===== config.mk =====
export PLATFORM = sky130hd
export DESIGN_NAME = mul_seq_flat
export DESIGN_NICKNAME = d
export VERILOG_FILES = /design/src/rtl/mul_seq_if.sv /design/src/rtl/mul_seq.sv /design/src/flat_wrapper.sv
export SDC_FILE = /design/constraint.sdc
export NUM_CORES = 1
export LEC_CHECK = 0
export CAP_MARGIN = 20
export CORE_MARGIN = 2
export CORE_UTILIZATION = 45
export CTS_BUF_LIST = sky130_fd_sc_hd__clkbuf_8
export DETAILED_ROUTE_END_ITERATION = 10
export GPL_ROUTABILITY_DRIVEN = 0
export PLACE_DENSITY_LB_ADDON = 0.15
export SLEW_MARGIN = 20
export SYNTH_ARGS = -nofsm -noshare
export SYNTH_HDL_FRONTEND = slang
export SYNTH_SLANG_ARGS = --single-unit
export TNS_END_PERCENT = 1

===== constraint.sdc =====
create_clock -name clk -period 4.5 [get_ports clk]
set_input_delay 0.675 -clock clk [delete_from_list [all_inputs] [get_ports clk]]
set_output_delay 0.675 -clock clk [all_outputs]
set_load 0.005 [all_outputs]

===== src/rtl/mul_seq_if.sv =====
// +--------------------------------------------------------------------+
// | mul_seq_if : start/busy/done handshake bundle for mul_seq           |
// | Rev 1.0                                                             |
// +--------------------------------------------------------------------+
`default_nettype none

interface mul_seq_if #(
   parameter int WIDTH = 16
);
   logic                 start;
   logic [WIDTH-1:0]     a;
   logic [WIDTH-1:0]     b;
   logic                 busy;
   logic                 done;
   logic [2*WIDTH-1:0]   product;
   logic [1:0]           state;

   modport master (
      output start, a, b,
      input  busy, done, product, state
   );

   modport slave (
      input  start, a, b,
      output busy, done, product, state
   );
endinterface

`default_nettype wire


===== src/rtl/mul_seq.sv =====
// +--------------------------------------------------------------------+
// | mul_seq : iterative shift-add WIDTHxWIDTH multiplier (MULT unit)    |
// | Optional two's-complement operands via MUL_SEQ_SIGNED_EN. Rev 1.0   |
// +--------------------------------------------------------------------+
`default_nettype none

module mul_seq #(
   parameter int WIDTH = 16
) (
   input  logic       clk,
   input  logic       rst,
   mul_seq_if.slave   bus
);

   localparam int CNT_W = $clog2(WIDTH) + 1;

   typedef enum logic [1:0] {
      IDLE  = 2'd0,
      LOAD  = 2'd1,
      SHIFT = 2'd2,
      DONE  = 2'd3
   } state_t;

   state_t               state_q;
   state_t               state_d;
   logic [WIDTH-1:0]     a_reg;
   logic [WIDTH-1:0]     b_reg;
   logic [WIDTH-1:0]     mplier;
   logic [WIDTH:0]       acc;
   logic [WIDTH:0]       sum;
   logic [CNT_W-1:0]     count;
   logic [2*WIDTH-1:0]   product_q;
   logic [2*WIDTH-1:0]   prod_raw;
   logic [2*WIDTH-1:0]   prod_final;
   logic [WIDTH-1:0]     a_in;
   logic [WIDTH-1:0]     b_in;

   assign sum      = acc + {1'b0, (mplier[0] ? a_reg : {WIDTH{1'b0}})};
   // Value {acc[WIDTH-1:0], mplier} will hold after the final shift step
   assign prod_raw = {sum, mplier[WIDTH-1:1]};

`ifdef MUL_SEQ_SIGNED_EN
   logic neg;

   assign a_in       = bus.a[WIDTH-1] ? ((~bus.a) + WIDTH'(1)) : bus.a;
   assign b_in       = bus.b[WIDTH-1] ? ((~bus.b) + WIDTH'(1)) : bus.b;
   assign prod_final = neg ? ((~prod_raw) + (2*WIDTH)'(1)) : prod_raw;

   always_ff @(posedge clk or negedge rst) begin
      if (!rst) begin
         neg <= 1'b0;
      end else if (state_q == IDLE && bus.start) begin
         neg <= bus.a[WIDTH-1] ^ bus.b[WIDTH-1];
      end
   end
`else
   assign a_in       = bus.a;
   assign b_in       = bus.b;
   assign prod_final = prod_raw;
`endif

   always_ff @(posedge clk or negedge rst) begin
      if (!rst) begin
         state_q   <= IDLE;
         a_reg     <= '0;
         b_reg     <= '0;
         acc       <= '0;
         mplier    <= '0;
         count     <= '0;
         product_q <= '0;
      end else begin
         state_q <= state_d;
         case (state_q)
            IDLE: begin
               if (bus.start) begin
                  a_reg <= a_in;
                  b_reg <= b_in;
               end
            end
            LOAD: begin
               acc    <= '0;
               mplier <= b_reg;
               count  <= CNT_W'(WIDTH);
            end
            SHIFT: begin
               acc    <= {1'b0, sum[WIDTH:1]};
               mplier <= {sum[0], mplier[WIDTH-1:1]};
               count  <= count - CNT_W'(1);
               // Registered on entry so the product is valid throughout DONE
               if (count == CNT_W'(1)) begin
                  product_q <= prod_final;
               end
            end
            default: ;
         endcase
      end
   end

   always_comb begin
      state_d = state_q;
      case (state_q)
         IDLE:    if (bus.start) state_d = LOAD;
         LOAD:    state_d = SHIFT;
         SHIFT:   if (count == CNT_W'(1)) state_d = DONE;
         DONE:    state_d = IDLE;
         default: state_d = IDLE;
      endcase
   end

   assign bus.busy    = (state_q != IDLE);
   assign bus.done    = (state_q == DONE);
   assign bus.product = product_q;
   assign bus.state   = state_q;

endmodule

`default_nettype wire


===== src/flat_wrapper.sv =====
// flat-port wrapper written by rule: the top's interface ports become plain ports
module mul_seq_flat 
#(
   parameter int WIDTH = 16
)
  (clk, rst, bus_start, bus_a, bus_b, bus_busy, bus_done, bus_product, bus_state);
  mul_seq_if #(.WIDTH(WIDTH)) bus_i ();
  input  logic clk;
  input  logic rst;
  input wire logic [$bits(bus_i.start)-1:0] bus_start;
  input wire logic [$bits(bus_i.a)-1:0] bus_a;
  input wire logic [$bits(bus_i.b)-1:0] bus_b;
  output wire logic [$bits(bus_i.busy)-1:0] bus_busy;
  output wire logic [$bits(bus_i.done)-1:0] bus_done;
  output wire logic [$bits(bus_i.product)-1:0] bus_product;
  output wire logic [$bits(bus_i.state)-1:0] bus_state;
  assign bus_i.start = bus_start;
  assign bus_i.a = bus_a;
  assign bus_i.b = bus_b;
  assign bus_busy = bus_i.busy;
  assign bus_done = bus_i.done;
  assign bus_product = bus_i.product;
  assign bus_state = bus_i.state;
  mul_seq #(.WIDTH(WIDTH)) u_core (.clk(clk), .rst(rst), .bus(bus_i));
endmodule

### After elaboration in Yosys (flattened, before gate mapping)

Index checks and enable logic that the tools add are counted.

* multiplexer cells: 7
* reduce and logical (&&, ||, !) cells: 6
* add/sub/neg operators: 2
* eq/ne operators: 6

Operators by type and width (count)
* $pmux 17 s2: 1
* $pmux 16 s2: 1
* $add 17x16->17: 1
* $mux 16: 1
* $pmux 5 s2: 1
* $pmux 2 s4: 1
* $reduce_and 2->1: 3
* $eq 5x1->1 const B: 1
* $sub 5x1->5 const B: 1
* $eq 2x2->1 const B: 2
* $mux 2: 2
* $reduce_bool 2->1: 2
* $eq 2x1->1 const B: 1
* $logic_not 2->1: 1
* $ne 2x1->1 const B: 1
* $ne 2x2->1 const B: 1

* logic and storage cells: 28
* input bits: 35
* register bits after elaboration: 104

### Longest topological paths before layout

* depth after elaboration: 3
* depth in mapped cells: 10

### Least setup slack after synthesis

No wires, ideal clock.

* path type: reg-to-reg
* start point: reg u_core.mplier[0]
* end point: reg u_core.acc[15]
* cell stages (with the launch flop): 11
* period minus slack after synthesis: 2429 ps
* data arrival time: 2343 ps
* slack: 2071 ps
* data required time: 4414 ps
* path through: dfrtp_1 -> clkbuf_1 -> and2_1 -> ha_1 -> inv_1 -> fa_1 -> nor2b_1 -> o2111ai_1 -> a211oi_1 -> o21ai_0 -> a32oi_1

* word-level cells in the longest chain between the ends: 3

RTL lines
* from (decl): RTL line mul_seq.sv:28 `logic [WIDTH-1:0] mplier;`
* from (signal assigned): RTL line mul_seq.sv:82 `mplier <= b_reg;`
* from (signal assigned): RTL line mul_seq.sv:87 `mplier <= {sum[0], mplier[WIDTH-1:1]};`
* $mux 16: RTL line mul_seq.sv:38 `assign sum = acc + {1'b0, (mplier[0] ? a_reg : {WIDTH{1'b0}})};`
* $add 17x16->17: RTL line mul_seq.sv:38
* $pmux 17 s2: RTL line mul_seq.sv:73 `case (state_q)`
* to (signal assigned): RTL line mul_seq.sv:86 `acc <= {1'b0, sum[WIDTH:1]};`
* to (decl): RTL line mul_seq.sv:29 `logic [WIDTH:0] acc;`

Every way passes these cells. The select of a mux whose other input is x is not followed.
A chain may end at the register's enable or synchronous reset.

### Worst setup path in the final report

Same ends and word-level chain as after synthesis.

==> key figures <==
Critical path
  – CP Cell Sequence: and2_1, ha_1, inv_1, fa_1, nor2b_1, o2111ai_1, a211oi_1, o21ai_0, a32oi_1
  – Critical path's slowest cell: dfrtp_1
  – Crit path launch type: register
  – Worst Path Arrival: 3.29 ns
  – Worst-path fanout max: 17
  – WS Path Type: reg -> reg
  – WP data required: 4.79 ns
  – Slowest stage delay, CP: 0.75 ns
  – CP Capture Type: register

Global route
  – M3 GR Usage: 0.0376
  – Vias in the first global route: 3,721
  – GRT Overall Usage: 0.191
  – Met2 GRT Util: 0.309
  – Largest net degree at the start of global routing: 76
  – Initial antenna violation count: 0
  – Gr ovfl total: 0
  – Met1 Use GR: 0.262
  – Busiest grt layer: met2
  – First-pass GRT wire length: 18,000 um

Job
  – Max Cap Viol: 0

Clocking
  – CTS max path bufs: 2
  – Setup bufs post-CTS: 0
  – Clock transition at path regs: 0.10 ns
  – Cts bufs inserted: 9
  – Clock sinks: 103
  – Hold-fix buffers, CTS: 0
  – CTS resizes: 0
  – Root buffer cell: clkbuf_8
  – Latest clock arrival within the worst-skew pair: 0.37 ns
  – H-tree depth: 3
  – CTS tree: built

Power
  – Leakage dissipation: 2.71 nW
  – Power per cell area: 683 nW/um2
  – Worst-case vdd ir drop: 268 uV

Yosys
  – Synth top area share: 0.508
  – Largest cells by area after synthesis: dfrtp_1 (51%), mux2_2 (7.1%), nand2_1 (6.2%), ha_1 (5.4%), mux2i_1 (3.6%)
  – Most frequent cell after synthesis: dfrtp_1
  – Post-synth EDFFs: 0
  – Synth Area per Inst: 10.4 um2
  – Mapped Cells: 488
  – Count of different cell masters after synthesis: 58
  – Mapped cell area: 5070 um2
  – Register bit total from synthesis: 103
  – Syn Nets: 546
  – Synth Flop Type: dfrtp_1
  – Sequential area share after synthesis: 0.508
  – Commonest cells in the netlist: dfrtp_1 (103), nand2_1 (84), a21oi_1 (32), mux2_2 (32), nor2_1 (23)
  – Yosys warnings: 0
  – Share of flip-flops with an asynchronous set or reset: 1.00
  – Cell taking the most area after synthesis: dfrtp_1

Final layout
  – Max reg flops: 32
  – Syn-to-layout area delta: 20.3%
  – Layout cells sized above 1: 0.115
  – Final core utilization: 0.558
  – Final nets: 609
  – Antenna Cells: 0

Route
  – Post-route ant nets: 0
  – Via density: 5.38
  – Routed WL: 10,800 um
  – Residual DRC count: 0
  – Iter 0 DRT Violations: 167
  – Pre-Repair DR Iteration Count: 5
  – Mean routed wirelength per cell: 15.5 um
  – Vias: 3,745

Die
  – Initial Util: 0.464
  – Core area: 10,900 um2
  – Row cnt: 38
  – Die area: 12,100 um2
  – Die H: 110 um
  – Ports: 71
  – Chip width: 110 um

Timing
  – Final Critical Period: 3.00 ns
  – Actual slew at the worst max-slew pin: 0.975 ns
  – Final setup vio count: 0
  – Setup Total Neg Slack: 0 ns
  – Slew Viols, Final: 0
  – Final period util: 0.666
  – Max Clock Skew: 0.0112 ns
  – Relative slew slack: 0.350
  – F_max: 334 MHz
  – RSZ-0062 raised after global routing: no
  – Hold Vio Cnt, Final: 0

Hold path
  – HP Class: in -> async

Placement
  – Post-DP HPWL: 7510 um
  – PortBufs: 70

Status
  – Status: finished clean
worst paths after layout:
check                                             from                endpoint  slack (ns)  cells after the start
worst min-delay path                               rst  u_core.bus.product[30]        0.43                      1
worst min register to register  u_core.bus.product[20]  u_core.bus.product[20]        0.49                      2
worst max register to register        u_core.mplier[0]          u_core.acc[15]        1.50                      9
worst max-delay path                  u_core.mplier[0]          u_core.acc[15]        1.50                      9
max in group asynchronous                          rst         u_core.b_reg[3]        3.15                      2
min in group clk                u_core.bus.product[20]  u_core.bus.product[20]        0.49                      2
metal layers:
metal	vias to the layer above	share of wire
met5	-	0
met1	1853	0.48
li1	1830	-
met3	13	0.033
met4	0	0.012
met2	49	0.48
worst max-delay path: cells and delay by family, from the launching register on:
family          cells  cell delay, ns
fa+ha+maj           2            0.58
simple gates        2            0.39
buf+inv             1            0.07
flops               1            0.75
compound gates      4            1.13
stage by stage:
stage	instances	total power, mW	hold slack [ns]	area, um2	setup WS (ns)
2_1_floorplan	488	2.91	0.379	5070	2.07
3_5_place_dp	680	3.54	0.467	5880	1.52
6_report	696	4.17	0.431	6110	1.50
4_1_cts	696	4.22	0.491	6110	1.50
3_3_place_gp	680	3.49	0.462	5880	1.56
5_1_grt	696	4.51	0.518	6110	1.29
cell families (layout without fill, tap and decap cells):
logic type      Yosys count  count (layout)  synth area share
compound gates          106             106             0.142
flops                   103             103             0.508
fa+ha+maj                23              23            0.0582
buf+inv                  46             114            0.0377
simple gates            154             154             0.137
mux                      50              50             0.107
xor+xnor                  6               6            0.0104
placed cells by master, fill, tap and decap left out, types with 2 or more instances in the layout:
| master | n |
|---|---|
| ha_1 | 22 |
| o31ai_1 | 5 |
| clkdlybuf4s50_1 | 69 |
| and2_1 | 15 |
| inv_6 | 2 |
| o32ai_1 | 5 |
| dfrtp_1 | 103 |
| a221o_1 | 3 |
| a31oi_1 | 3 |
| xor2_1 | 3 |
| bufinv_16 | 2 |
| o2bb2ai_1 | 5 |
| nand4_1 | 3 |
| a2111o_1 | 2 |
| nand3_1 | 6 |
| inv_1 | 22 |
| o21a_1 | 5 |
| a21oi_1 | 32 |
| o21ai_0 | 20 |
| nor3_1 | 5 |
| a211o_1 | 3 |
| xnor2_1 | 3 |
| or3_1 | 2 |
| a21o_2 | 3 |
| mux2i_1 | 18 |
| a21o_1 | 6 |
| mux2_2 | 32 |
| clkbuf_8 | 9 |
| and3_1 | 3 |
| buf_4 | 6 |
| nor2_1 | 23 |
| a211oi_1 | 2 |
| nand2_1 | 84 |
| nand3b_1 | 2 |
final cells by class:
| class | count | area (um2) |
|---|---|---|
| Fill cell | 1004 | 4830 |
| Sequential cell | 103 | 2580 |
| Multi-Input combinational cell | 339 | 2300 |
| Timing Repair Buffer | 75 | 736 |
| Tap cell | 140 | 175 |
| Clock buffer | 9 | 124 |
| Clock inverter | 7 | 103 |
| Inverter | 23 | 86.3 |
power breakdown:
group          switching (mW)  total [mW]  internal, mW
Clock                   0.340       0.661         0.321
Combinational            1.01        1.93         0.919
Sequential              0.261        1.59          1.32
Power figures use the tool's default switching activity.
==> patch (config.mk and constraints unchanged) <==
`WIDTH` is set to 16 in 3 places; all go to 32.
--- a/src/rtl/mul_seq_if.sv
+++ b/src/rtl/mul_seq_if.sv
@@ -7,3 +7,3 @@
 interface mul_seq_if #(
-   parameter int WIDTH = 16
+   parameter int WIDTH = 32
 );
--- a/src/rtl/mul_seq.sv
+++ b/src/rtl/mul_seq.sv
@@ -7,3 +7,3 @@
 module mul_seq #(
-   parameter int WIDTH = 16
+   parameter int WIDTH = 32
 ) (
--- a/src/flat_wrapper.sv
+++ b/src/flat_wrapper.sv
@@ -3,3 +3,3 @@
 #(
-   parameter int WIDTH = 16
+   parameter int WIDTH = 32
 )
Ports: changed (resized bus_a, bus_b and bus_product); port bits go from 71 to 135. The function was not compared with the original's and may differ.
==> patch against the original RTL <==
Synthesized area up 86%. Non-clock buffer count is 65 higher. Sequential cell count up 97. Worst setup slack lost 0.59 ns. Die area increased by 83%. Routed wire length grew 84%. Clock skew grew 0.010 ns. Cell area increased by 88%. Total power rose by 89%. Sequential power grew 94%. Via count grew 72%. Largest cell class unchanged.
==> patch: results (changes against the original RTL) <==
| Metric | Value |
|---|---|
| Status | complete, no violations |
| WL per Instance | 16.27 microns (+4.8%) |
| Total CTS buffers | 17 (+8) |
| Clk Latency, worst-skew pair | 0.48 ns (+0.11 ns) |
| Dpl cells | 1,191 (+75%) |
| Critical path fanouts, max | 33 (+16) |
| Startpoint types | flip-flop |
| Vias in the first global route | 6,628 (+78%) |
| Final WL | 19.89 mm (+84%) |
| Slew headroom | 37.58% (+2.6 points) |
| Synth Flop Type | dfrtp_1 |
| Total track usage | 19.01% (-0.057 points) |
| Met2 Usage GRT | 30.23% (-0.62 points) |
| Detailed placer's ending HPWL | 13.22 mm (+76%) |
| Leakage | 0.005097 uW (+88%) |
| PostCTS Resize Cnt | 0 (unchanged) |
| Slowest stage cell, crit path | dfrtp_1 |
| Root Driver | clkbuf_8 |
| N_diodes | 0 (unchanged) |
| Cell Area, Placed | 0.01107 sq mm (+88%) |
| Layout cells sized above 1 | 15.93% (+4.4 points) |
| Number of port buffers | 134 (+91%) |
| Reg2reg start | u_core.mplier[0]$_DFFE_PN0P_ |
| Crit-path leading delay family | compound AO/OA/AOI/OAI gates |
| GRT met3 Usage | 6.789% (+3.0 points) |
| VDD IR max | 0.0005142 V (+92%) |
| Synth top cells by count | dfrtp_1, mux2_2, nand2_1 |
| Initial antenna violation count | 1 (+1) |
| Final Hold Fails | 0 (unchanged) |
| Post-Syn Nets | 923 (+69%) |
| Pre-antenna DRT Iters | 6 (+1) |
| Nets | 1,041 (+71%) |
| Register area share after synthesis | 52.95% (+2.1 points) |
| First-pass GRT wire length | 33.38 mm (+86%) |
| Clock-pin slew on the worst setup and hold paths | 0.11 ns |
| Starting DRT DRC Count | 268 (+60%) |
| Largest net degree at the start of global routing | 100 (+32%) |
| Vias post-DR | 6,423 (+72%) |
| Arrival time at the worst endpoint | 3.97 ns (+0.68 ns) |
| Largest cells by area after synthesis | dfrtp_1, mux2_2, ha_1 |
| Synthesized area per cell | 11.57 sq um (+11%) |
| Slowest Stage Delay on Critical Path | 0.91 ns (+0.16 ns) |
| Largest register FFs | 64 (+100%) |
| Routing usage on met1 | 25.29% (-0.89 points) |
| CTS H-tree lvls | 4 (+1) |
| Setup Skew | 0.02137 ns (+0.01013 ns) |
| Unique masters post-synth | 50 (-14%) |
| Clock Path Buffers | 2 (unchanged) |
[patch: cell families (layout without fill, tap and decap cells)]
kind of cell / Yosys count / count (layout) / synth area share [%]
flops: 200 / 200 / 52.95
mux: 131 / 131 / 15.16
simple gates: 173 / 173 / 8.630
compound gates: 188 / 188 / 13.01
fa+ha+maj: 39 / 39 / 5.242
buf+inv: 56 / 187 / 2.237
xor+xnor: 30 / 30 / 2.780
[patch: worst register-to-register path, cell delays in order, from the launching register on]
cell       delay [ns]
dfrtp_1          0.91
and2_1           0.26
ha_1             0.18
inv_1            0.06
fa_1             0.40
nor2b_1          0.17
o2111ai_1        0.16
a21oi_2          0.23
a211o_1          0.31
a31oi_4          0.18
o21ai_1          0.26
a21oi_1          0.14
o32ai_2          0.26
[patch: through the flow]
stage	worst slack (ns)	total power [uW]
final	0.9099	7871
after global placement	1.041	6698
after CTS	0.8511	7980
after floorplan	1.807	5470
after global routing	0.6200	8566
after detailed placement	0.9046	6786
[patch: worst paths after layout]
kind	to	slack (ns)	depth (start not counted)
worst min-delay path	u_core.a_reg[12]$_DFFE_PN0P_	0.25	1
min in group clk	u_core.bus.product[43]$_DFFE_PN0P_	0.49	2
worst min register to register	u_core.bus.product[43]$_DFFE_PN0P_	0.49	2
worst max-delay path	u_core.acc[29]$_DFFE_PN0P_	0.91	12
max in group asynchronous	u_core.bus.product[54]$_DFFE_PN0P_	3.35	2
worst max register to register	u_core.acc[29]$_DFFE_PN0P_	0.91	12
[patch: report_power, final]
part	internal, uW	leakage, uW	switching, uW	total, uW
Clock	431	0.000210	742	1170
Sequential	2580	0.00253	501	3090
Combinational	1780	0.00236	1830	3610
Total	4800	0.00510	3070	7870
[patch: routing by layer]
metal | wire (microns) | up-vias
li1 | - | 3128
met2 | 9199 | 110
met5 | 0 | -
met1 | 9296 | 3178
met3 | 1259 | 7
met4 | 139 | 0
[patch: layout make-up]
| type | instances | area, sq um |
|---|---|---|
| multi-input combinational | 561 | 4262 |
| inverter | 15 | 56.30 |
| clock buffer | 17 | 234.0 |
| clock inverter | 15 | 176.4 |
| fill | 1898 | 9343 |
| sequential | 200 | 5005 |
| tap | 275 | 344.1 |
| timing repair buffer | 140 | 1403 |
